--- config.mk ---
export PLATFORM = sky130hd
export DESIGN_NAME = bsg_axil_master_arbiter
export DESIGN_NICKNAME = d
export VERILOG_FILES = /design/src/rtl/bsg_axil_master_arbiter.sv
export SDC_FILE = /design/constraint.sdc
export NUM_CORES = 1
export LEC_CHECK = 0
export ABC_AREA = 1
export CAP_MARGIN = 25
export CORE_AREA = 2 2 126 128
export CTS_BUF_LIST = sky130_fd_sc_hd__clkbuf_4 sky130_fd_sc_hd__clkbuf_8
export CTS_CLUSTER_SIZE = 14
export DETAILED_ROUTE_END_ITERATION = 12
export DIE_AREA = 0 0 128 130
export GPL_TIMING_DRIVEN = 1
export PLACE_DENSITY = 0.79
export SLEW_MARGIN = 30
export SYNTH_ARGS = -nofsm -noshare
export SYNTH_HDL_FRONTEND = slang
export SYNTH_SLANG_ARGS = --single-unit
--- constraint.sdc ---
create_clock -name pcie_clk_i -period 1.9 [get_ports pcie_clk_i]
set_clock_uncertainty 0.2 [all_clocks]
set_input_delay 0.285 -clock pcie_clk_i [delete_from_list [all_inputs] [get_ports pcie_clk_i]]
set_output_delay 0.285 -clock pcie_clk_i [all_outputs]
set_load 0.1 [all_outputs]
--- src/rtl/bsg_axil_master_arbiter.sv ---
// Round-robin arbiter that funnels several simple command/response requesters
// onto a single AXI-Lite master port, one transaction at a time.
module bsg_axil_master_arbiter #(
    parameter int num_req_p         = 2,
    parameter int axil_addr_width_p = 32,
    parameter int axil_data_width_p = 32
) (
    input  logic                                     pcie_clk_i,
    input  logic                                     pcie_reset_n_i,

    input  logic [num_req_p-1:0]                     req_v_i,
    input  logic [num_req_p-1:0]                     req_we_i,
    input  logic [num_req_p*axil_addr_width_p-1:0]   req_addr_i,
    input  logic [num_req_p*axil_data_width_p-1:0]   req_data_i,
    output logic [num_req_p-1:0]                     req_yumi_o,

    output logic [num_req_p-1:0]                     resp_v_o,
    output logic [axil_data_width_p-1:0]             resp_data_o,
    output logic                                     resp_err_o,
    input  logic [num_req_p-1:0]                     resp_ready_i,

    output logic [axil_addr_width_p-1:0]             io_axi_lite_awaddr_o,
    output logic [2:0]                               io_axi_lite_awprot_o,
    output logic                                     io_axi_lite_awvalid_o,
    input  logic                                     io_axi_lite_awready_i,

    output logic [axil_data_width_p-1:0]             io_axi_lite_wdata_o,
    output logic [axil_data_width_p/8-1:0]           io_axi_lite_wstrb_o,
    output logic                                     io_axi_lite_wvalid_o,
    input  logic                                     io_axi_lite_wready_i,

    input  logic [1:0]                               io_axi_lite_bresp_i,
    input  logic                                     io_axi_lite_bvalid_i,
    output logic                                     io_axi_lite_bready_o,

    output logic [axil_addr_width_p-1:0]             io_axi_lite_araddr_o,
    output logic [2:0]                               io_axi_lite_arprot_o,
    output logic                                     io_axi_lite_arvalid_o,
    input  logic                                     io_axi_lite_arready_i,

    input  logic [axil_data_width_p-1:0]             io_axi_lite_rdata_i,
    input  logic [1:0]                               io_axi_lite_rresp_i,
    input  logic                                     io_axi_lite_rvalid_i,
    output logic                                     io_axi_lite_rready_o
);

    localparam int lg_lp = (num_req_p > 1) ? $clog2(num_req_p) : 1;

    typedef enum logic [2:0] {
        IDLE,
        WR_ADDR,
        WR_RESP,
        RD_ADDR,
        RD_RESP,
        RETURN
    } state_e;

    state_e                         r_state;
    logic [lg_lp-1:0]               r_last_grant;
    logic [lg_lp-1:0]               r_grant;
    logic                           r_we;
    logic [axil_addr_width_p-1:0]   r_addr;
    logic [axil_data_width_p-1:0]   r_wdata;
    logic                           r_awvalid;
    logic                           r_wvalid;
    logic                           r_bready;
    logic                           r_arvalid;
    logic                           r_rready;
    logic [num_req_p-1:0]           r_resp_v;
    logic [axil_data_width_p-1:0]   r_resp_data;
    logic                           r_err;

    logic                           w_grant_found;
    logic [lg_lp-1:0]               w_grant_idx;
    logic [num_req_p-1:0]           w_yumi;
    logic [num_req_p-1:0]           w_grant_onehot;
    logic                           w_aw_done;
    logic                           w_w_done;

    // Search starts one past the last winner so every requester gets a turn.
    always_comb begin
        logic [lg_lp-1:0] v_cand;
        v_cand        = '0;
        w_grant_found = 1'b0;
        w_grant_idx   = '0;
        for (int k = 1; k <= num_req_p; k++) begin
            v_cand = lg_lp'((int'(r_last_grant) + k) % num_req_p);
            if (!w_grant_found && req_v_i[v_cand]) begin
                w_grant_found = 1'b1;
                w_grant_idx   = v_cand;
            end
        end
    end

    always_comb begin
        w_yumi = '0;
        if ((r_state == IDLE) && pcie_reset_n_i && w_grant_found) begin
            w_yumi[w_grant_idx] = 1'b1;
        end
    end

    always_comb begin
        w_grant_onehot          = '0;
        w_grant_onehot[r_grant] = 1'b1;
    end

    // A channel counts as finished if it already completed or completes now.
    assign w_aw_done = !r_awvalid || io_axi_lite_awready_i;
    assign w_w_done  = !r_wvalid  || io_axi_lite_wready_i;

    always_ff @(posedge pcie_clk_i or negedge pcie_reset_n_i) begin
        if (!pcie_reset_n_i) begin
            r_state      <= IDLE;
            r_last_grant <= lg_lp'(num_req_p - 1);
            r_grant      <= '0;
            r_we         <= 1'b0;
            r_addr       <= '0;
            r_wdata      <= '0;
            r_awvalid    <= 1'b0;
            r_wvalid     <= 1'b0;
            r_bready     <= 1'b0;
            r_arvalid    <= 1'b0;
            r_rready     <= 1'b0;
            r_resp_v     <= '0;
            r_resp_data  <= '0;
            r_err        <= 1'b0;
        end else begin
            case (r_state)
                IDLE: begin
                    if (w_grant_found) begin
                        r_grant      <= w_grant_idx;
                        r_last_grant <= w_grant_idx;
                        r_we         <= req_we_i[w_grant_idx];
                        r_addr       <= req_addr_i[int'(w_grant_idx)*axil_addr_width_p +: axil_addr_width_p];
                        r_wdata      <= req_data_i[int'(w_grant_idx)*axil_data_width_p +: axil_data_width_p];
                        if (req_we_i[w_grant_idx]) begin
                            r_awvalid <= 1'b1;
                            r_wvalid  <= 1'b1;
                            r_state   <= WR_ADDR;
                        end else begin
                            r_arvalid <= 1'b1;
                            r_state   <= RD_ADDR;
                        end
                    end
                end

                WR_ADDR: begin
                    if (r_awvalid && io_axi_lite_awready_i) begin
                        r_awvalid <= 1'b0;
                    end
                    if (r_wvalid && io_axi_lite_wready_i) begin
                        r_wvalid <= 1'b0;
                    end
                    if (w_aw_done && w_w_done) begin
                        r_awvalid <= 1'b0;
                        r_wvalid  <= 1'b0;
                        r_bready  <= 1'b1;
                        r_state   <= WR_RESP;
                    end
                end

                WR_RESP: begin
                    if (io_axi_lite_bvalid_i) begin
                        r_bready    <= 1'b0;
                        r_err       <= (io_axi_lite_bresp_i != 2'b00);
                        r_resp_data <= '0;
                        r_resp_v    <= w_grant_onehot;
                        r_state     <= RETURN;
                    end
                end

                RD_ADDR: begin
                    if (io_axi_lite_arready_i) begin
                        r_arvalid <= 1'b0;
                        r_rready  <= 1'b1;
                        r_state   <= RD_RESP;
                    end
                end

                RD_RESP: begin
                    if (io_axi_lite_rvalid_i) begin
                        r_rready    <= 1'b0;
                        r_err       <= (io_axi_lite_rresp_i != 2'b00);
                        r_resp_data <= io_axi_lite_rdata_i;
                        r_resp_v    <= w_grant_onehot;
                        r_state     <= RETURN;
                    end
                end

                RETURN: begin
                    // Clearing data/err here keeps IDLE outputs fully quiet.
                    if (resp_ready_i[r_grant]) begin
                        r_resp_v    <= '0;
                        r_resp_data <= '0;
                        r_err       <= 1'b0;
                        r_state     <= IDLE;
                    end
                end

                default: begin
                    r_state <= IDLE;
                end
            endcase
        end
    end

    assign req_yumi_o            = w_yumi;
    assign resp_v_o              = r_resp_v;
    assign resp_data_o           = r_we ? '0 : r_resp_data;
    assign resp_err_o            = r_err;

    assign io_axi_lite_awaddr_o  = r_addr;
    assign io_axi_lite_awprot_o  = 3'b000;
    assign io_axi_lite_awvalid_o = r_awvalid;
    assign io_axi_lite_wdata_o   = r_wdata;
    assign io_axi_lite_wstrb_o   = '1;
    assign io_axi_lite_wvalid_o  = r_wvalid;
    assign io_axi_lite_bready_o  = r_bready;
    assign io_axi_lite_araddr_o  = r_addr;
    assign io_axi_lite_arprot_o  = 3'b000;
    assign io_axi_lite_arvalid_o = r_arvalid;
    assign io_axi_lite_rready_o  = r_rready;

endmodule
Yosys cells after proc, flatten, opt, wreduce, memory -nomap -nowiden
Cells that the tools add are included.
W data, S select, Z words.
Word-level totals
  register bits: 110
  word-level logic and storage cells: 124
Operators by class
  add/sub/neg operators: 2
  $lt $le $gt $ge: 6
  equal/unequal tests: 15
  shift operators: 2
  muxes and demuxes: 56
  reductions and logical operators: 29
Operator list (count)
  $mux W32: 4
  $shiftx A64 B7 Y32: 2
  $pmux W32 S3: 1
  $mux W1: 30
  $mux W3: 6
  $pmux W3 S6: 1
  $reduce_and A4 Y1: 4
  $ne A2 B2 Y1 const B: 7
  $reduce_bool A2 Y1: 6
  $mux W2: 5
  $pmux W1 S2: 5
  $logic_and A1 B1 Y1: 8
  $lt A1 B2 Y1 const B: 4
  $eq A3 B2 Y1 const B: 2
  $eq A3 B3 Y1 const B: 2
  $ne A3 B3 Y1 const B: 2
  $pmux W2 S3: 1
  $reduce_and A3 Y1: 2
  $reduce_and A6 Y1: 1
  $eq A3 B1 Y1 const B: 1
  $logic_not A1 Y1: 3
  $logic_not A3 Y1: 1
  $pmux W1 S3: 1
  $reduce_bool A3 Y1: 1
  other kinds (6): 10

Longest topological paths before layout
Gate-level depths: netlist (run 1).
  depth in word-level cells: 12
  mapped depth: 9
  mapped depth without buffers: 9

Worst setup path after synthesis (run 1)
Ideal clock, no wire load.
  path type: flip-flop to output port
  start point: reg r_state[0]
  end point: out req_yumi_o[0]
  data arrival time: 3067 ps
  data required time: 1415 ps
  path slack: -1652 ps
  stages on the path, launching flop included: 7
  cells stage by stage: dfrtp_1 nor2_2 nand2_1 nor2_2 buf_6 inv_1 nor3_1
Between the ends
  cells in the longest elaborated chain, start to end: 4
RTL lines
  start, declared: RTL line 58  | state_e r_state;
  start signal, assigned: RTL line 113  | r_state <= IDLE;
  start signal, assigned: RTL line 139  | r_state <= WR_ADDR;
  start signal, assigned: RTL line 142  | r_state <= RD_ADDR;
  $logic_not A3 Y1: RTL line 97  | if ((r_state == IDLE) && pcie_reset_n_i && w_grant_found) begin
  $logic_and A1 B1 Y1 (2 in a row): RTL line 97
  $mux W2: RTL line 97
  end, declared: RTL line 15  | output logic [num_req_p-1:0] req_yumi_o,
No other way between the ends.

Worst setup path in the final report (run 1)
  start point: reg r_state[1]
  end point: out req_yumi_o[0]
Same word-level chain as after synthesis.

==> impl_metrics.ini, run 1 <==
[status]
status = finished, violations left
violations = negative hold slack, negative setup slack

[detailed_routing]
drtIter0Drc = 263
drc = 0
wl_mm = 20.1
wl_per_cell_um = 16.7
num_vias = 5759
ant_nets = 0
avgViaCountPerCell = 4.78
dr.pass1.iters = 4

[cells_and_area]
final_cell_mix = 261 x nand2_1, 175 x clkdlybuf4s50_1, 147 x buf_12, 107 x dfrtp_1, 77 x nand3_1
nets = 1184
diodes = 0
area_growth_pct = 92.6
drive_gt1_frac = 0.243
mostFrequentLayoutCell = nand2_1
final_cells = 1204

[timing]
rsz0062_at_grt = yes
final.period_utilization = 1.07
worst_slack_ns = -0.134
setup_tns_ns = -0.443
worst_pin_slew_ns = 0.633
finalHoldViolCount = 109
hold-worst-slack_ns = -0.233
drv_slew = 0
period_needed_ns = 2.03
fmax_ghz = 0.492
finalSetupViolCount = 15
slew_headroom = 0.578

[global_routing]
grt_pass1_wl_mm = 30.5
grt_pass1_vias = 5801
grt_start_max_net_pins = 111
grt_usage = 0.239
antenna_found_initial = 0
overflow = 0

[critical_path]
critPathArrivalTime_ns = 1.55
cp_top_family = simple AND/OR/NAND/NOR gates
crit_path_end_kind = primary output
worst-path-stages = 6
slowest_delay_ns = 0.42
rr_worst_depth = 8
worst_path_most_repeated_cell = nor2_4
path_cells = nor2_4 -> nand2_4 -> nor2_4 -> inv_4 -> nor3_4 -> buf_12
worst_ep_required_time_ns = 1.41
critPathMaxFanout = 3
startpoint_type = flop
worstSetupPathType = reg2out
regToRegSetupSlack_ns = 0.11
crit_slowest_cell = dfrtp_1
cp_num_buf_inv = 2

[yosys]
netlist.area_leader.share = 0.481
synth_seq_area_share = 0.486
synthCells = 718
synth_area_mm2 = 0.00567
synth_area_per_cell_um2 = 7.89
ys_ff_latch = 110
synth_area_leader_cell = dfrtp_1
yosys_warnings = 0
synth_area_leaders = dfrtp_1 48%, nand2_1 18%, o21a_1 8.5%, nand3_1 6.8%, buf_4 6.5%
yosysUniqueCellTypes = 23

[clock_tree]
cts_tree = done
clk_path_buf_depth = 2
cts_root_buf = clkbuf_8
path_clk_slew_ns = 0.11
numCtsBuffers = 9
htree_levels = 3
clkLatencyLatePin_ns = 0.38
cts_sinks = 110

[floorplanning]
core_area_mm2 = 0.0154
io_pins = 325
fp.dieH_um = 130
die-area_mm2 = 0.0166
row_count = 46
initial_core_util = 0.367
die_x_um = 128

[place]
io_buffers = 314
place_hpwl_mm = 14.9
place_congestion = 0.874
dp.cells = 1174

[min_path]
hp-class = in2async

[job]
maxCapViolCount = 0
per-stage QoR:
stage / hold slack, ns / util / area, um^2 / setup slack, ns
after global placement: 0.253 / 0.679 / 10500 / -0.0750
after global routing: -0.149 / 0.707 / 10900 / -0.211
after CTS: -0.174 / 0.704 / 10900 / -0.158
final: -0.233 / 0.707 / 10900 / -0.134
after floorplan: -0.211 / - / 5970 / -0.376
after detailed placement: 0.258 / 0.679 / 10500 / -0.105
what timing repair did:
action                                  in CTS  in global routing
gates cloned                                 2                  2
gates resized for setup                     10                  2
endpoints found under the setup margin      30                 57
pin swaps                                   30                  3
setup buffers                                9                  3
hold endpoints to repair                   109                109
worst reg2reg max path, delay by kind of cell, from the launching register on:
family | cells | cell delay, ns
flip-flops | 1 | 0.42
buffers and inverters | 3 | 0.52
AND/OR/NAND/NOR | 4 | 0.44
AO/OA/AOI/OAI | 1 | 0.12
area by class of cell:
type | count | area (um^2)
repair buffers | 351 | 4990
fillers | 1062 | 4510
flip-flops and latches | 110 | 2760
multi-input cells | 480 | 2490
well taps | 192 | 240
inverters | 55 | 211
clock buffers | 11 | 145
clock inverters | 5 | 82.6
final timing paths:
check | startpoint | endpoint
setup / recovery | r_state[1] | req_yumi_o[0]
hold / removal | pcie_reset_n_i | io_axi_lite_araddr_o[6]
setup reg to reg | r_state[1] | io_axi_lite_wdata_o[14]
hold reg to reg | r_resp_data[12] | r_resp_data[12]
max in group asynchronous | pcie_reset_n_i | r_we
min in group pcie_clk_i | io_axi_lite_rdata_i[10] | r_resp_data[10]
cell families (layout without fill, tap and decap cells):
| group | after synthesis | in the layout | synth area share |
|---|---|---|---|
| flops | 110 | 110 | 0.486 |
| simple gates | 395 | 395 | 0.284 |
| other cells | 2 | 10 | 0.00133 |
| compound gates | 75 | 75 | 0.0956 |
| buf+inv | 136 | 422 | 0.133 |
flip-flops by register name (all words and copies together) (netlist names):
name,count
r_we,1
io_axi_lite_wdata_o,32
io_axi_lite_wvalid_o,1
resp_err_o,1
io_axi_lite_araddr_o,32
io_axi_lite_bready_o,1
resp_v_o,2
r_last_grant,1
io_axi_lite_arvalid_o,1
r_grant,1
io_axi_lite_awvalid_o,1
r_state,3
io_axi_lite_rready_o,1
r_resp_data,32
routing by layer:
metal | vias to the layer above | routed length [um] | track usage
met5 | - | 0 | 0
met4 | 0 | 679 | 0.107
met3 | 41 | 1650 | 0.0693
met2 | 260 | 10600 | 0.424
met1 | 2692 | 7140 | 0.267
li1 | 2766 | - | -
cell usage after synthesis (all sizes together):
cell type and count:
a22oi 1, clkbuf 17, nand4 1, a21oi 4
nor3 1, nand3 78, inv 55, nand2 266
nor2 47, dfstp 1, nand3b 2, buf 64
conb 2, o21a 64, dfrtp 109, o21ai 6
Power of run 1 is left out: the tool's default activity adds up to more than one toggle a clock period on the data nets, which glitch-free logic cannot reach.
==> run 2: changes to the inputs <==
Settings changed: CORE_AREA 2 2 126 128 to 2 2 125 127, DIE_AREA 0 0 128 130 to 0 0 127 129, PLACE_DENSITY 0.79 to 0.8.
Clock period 1.9 ns to 2.4 ns, I/O delays scaled along.
==> run 2 against run 1 <==
Compared with the run above:
- the run now ends clean
- sequential cell count stayed put
- clock-buffer cell count grew 1
- utilization shrank 11 points
- final cell count down 2.7%
- sequential share of layout area is 5.3 points higher
- cell area fell by 17%
- via count is 3.8% lower
- first-iteration DRC count is 16% higher
- critical path type unchanged
==> impl_metrics.ini, run 2 (synthesis results as in run 1) <==
[critical_path]
startpoint_type = flop
cp_top_family = simple AND/OR/NAND/NOR gates
rr_worst_depth = 6
worst_ep_required_time_ns = 1.84
worstSetupPathType = reg2out
crit_slowest_cell = dfrtp_2
critPathArrivalTime_ns = 1.70
critPathMaxFanout = 6
cp_num_buf_inv = 2
path_cells = nor2_2 -> nand2_2 -> nor2_4 -> inv_1 -> nor3_4 -> buf_12
slowest_delay_ns = 0.46
crit_path_end_kind = primary output
worst-path-stages = 6

[detailed_routing]
ant_nets = 0
num_vias = 5539
drtIter0Drc = 305
dr.pass1.iters = 4
avgViaCountPerCell = 4.73
wl_per_cell_um = 14.7
wl_mm = 17.2
drc = 0

[cells_and_area]
area_growth_pct = 59.2
nets = 1154
mostFrequentLayoutCell = nand2_1
final_cell_mix = 263 x nand2_1, 175 x clkdlybuf4s50_1, 107 x buf_4, 107 x dfrtp_1, 77 x nand3_1
drive_gt1_frac = 0.213

[floorplanning]
io_pins = 325
initial_core_util = 0.378
fp.dieH_um = 129
die-area_mm2 = 0.0164
row_count = 45
core_area_mm2 = 0.0150
die_x_um = 127

[clock_tree]
htree_levels = 3
clkLatencyLatePin_ns = 0.36
path_clk_slew_ns = 0.09
clk_path_buf_depth = 2
numCtsBuffers = 9
cts_tree = done
cts_root_buf = clkbuf_8
cts_sinks = 110

[min_path]
hold_depth = 2
hp-class = reg2reg

[global_routing]
grt_pass1_wl_mm = 26.9
overflow = 0
grt_start_max_net_pins = 132
antenna_found_initial = 1
grt_pass1_vias = 5282
grt_usage = 0.208

[timing]
fmax_ghz = 0.443
finalHoldViolCount = 0
drv_slew = 0
worst_pin_slew_ns = 0.641
setup_tns_ns = 0
slew_headroom = 0.573
rsz0062_at_grt = no
period_needed_ns = 2.26
finalSetupViolCount = 0
final.period_utilization = 0.942

[job]
maxCapViolCount = 0

[place]
io_buffers = 314
place_congestion = 0.822
place_hpwl_mm = 13.0

[status]
status = finished, final reports clean
## run 2: worst paths after layout
| path | startpoint | end | slack [ns] |
|---|---|---|---|
| setup / recovery | r_state[1] | req_yumi_o[0] | 0.14 |
| hold / removal | r_resp_data[23] | r_resp_data[23] | 0.28 |
| setup reg to reg | r_state[1] | io_axi_lite_araddr_o[13] | 0.43 |
| hold reg to reg | r_resp_data[23] | r_resp_data[23] | 0.28 |
| max in group asynchronous | pcie_reset_n_i | r_state[1] | 0.99 |
| min in group asynchronous | pcie_reset_n_i | io_axi_lite_araddr_o[12] | 0.44 |
## run 2: per-stage QoR
| stage | hold slack [ns] | util | area (um^2) | std cells | setup slack (ns) |
|---|---|---|---|---|---|
| after floorplan | -0.136 | - | 5780 | 726 | -0.364 |
| after global placement | 0.253 | 0.587 | 8790 | 1153 | 0.242 |
| after detailed placement | 0.258 | 0.587 | 8790 | 1153 | 0.212 |
| after CTS | 0.283 | 0.601 | 9010 | 1170 | 0.0174 |
| after global routing | 0.299 | 0.602 | 9020 | 1171 | 0.0198 |
| final | 0.278 | 0.602 | 9020 | 1171 | 0.140 |
## run 2: area by class of cell
cell class	instances	area, um^2
antenna	1	2.50
clock buffer	12	159
clock inverter	4	45.0
fill	1310	5960
inverter	55	206
multi-input combinational	480	2290
sequential	110	2760
tap	188	235
timing repair buffer	321	3330
## run 2: worst reg2reg max path, stage by stage, from the launching register on
cell and delay (ns):
dfrtp_2 0.46, nor2_2 0.18, nand2_2 0.11, nor2_4 0.12, buf_12 0.37, nand3_1 0.28
o21a_1 0.14
## run 2: what timing repair did
item / in CTS / in global routing
endpoints found under the setup margin: 0 / 2
buffers inserted: 0 / 0
hold endpoints to repair: 109 / 0
hold buffers: 1 / 0
gates resized for setup: 0 / 4
## run 2: layer usage
layer / track usage / part of all wire / vias to the layer above
li1: - / - / 2709
met1: 0.261 / 0.41 / 2582
met2: 0.355 / 0.49 / 229
met3: 0.0482 / 0.079 / 19
met4: 0.0737 / 0.018 / 0
met5: 0 / 0 / -
Power of run 2 is left out for the same reason.
==> run 3: changes to the inputs <==
Settings changed: CTS_BUF_LIST sky130_fd_sc_hd__clkbuf_4 sky130_fd_sc_hd__clkbuf_8 to sky130_fd_sc_hd__clkbuf_2 sky130_fd_sc_hd__clkbuf_4 sky130_fd_sc_hd__clkbuf_8.
==> results of run 3 <==
The final DEF is identical to that of run 2; final timing and power are the same.
Power of run 3 is left out for the same reason.
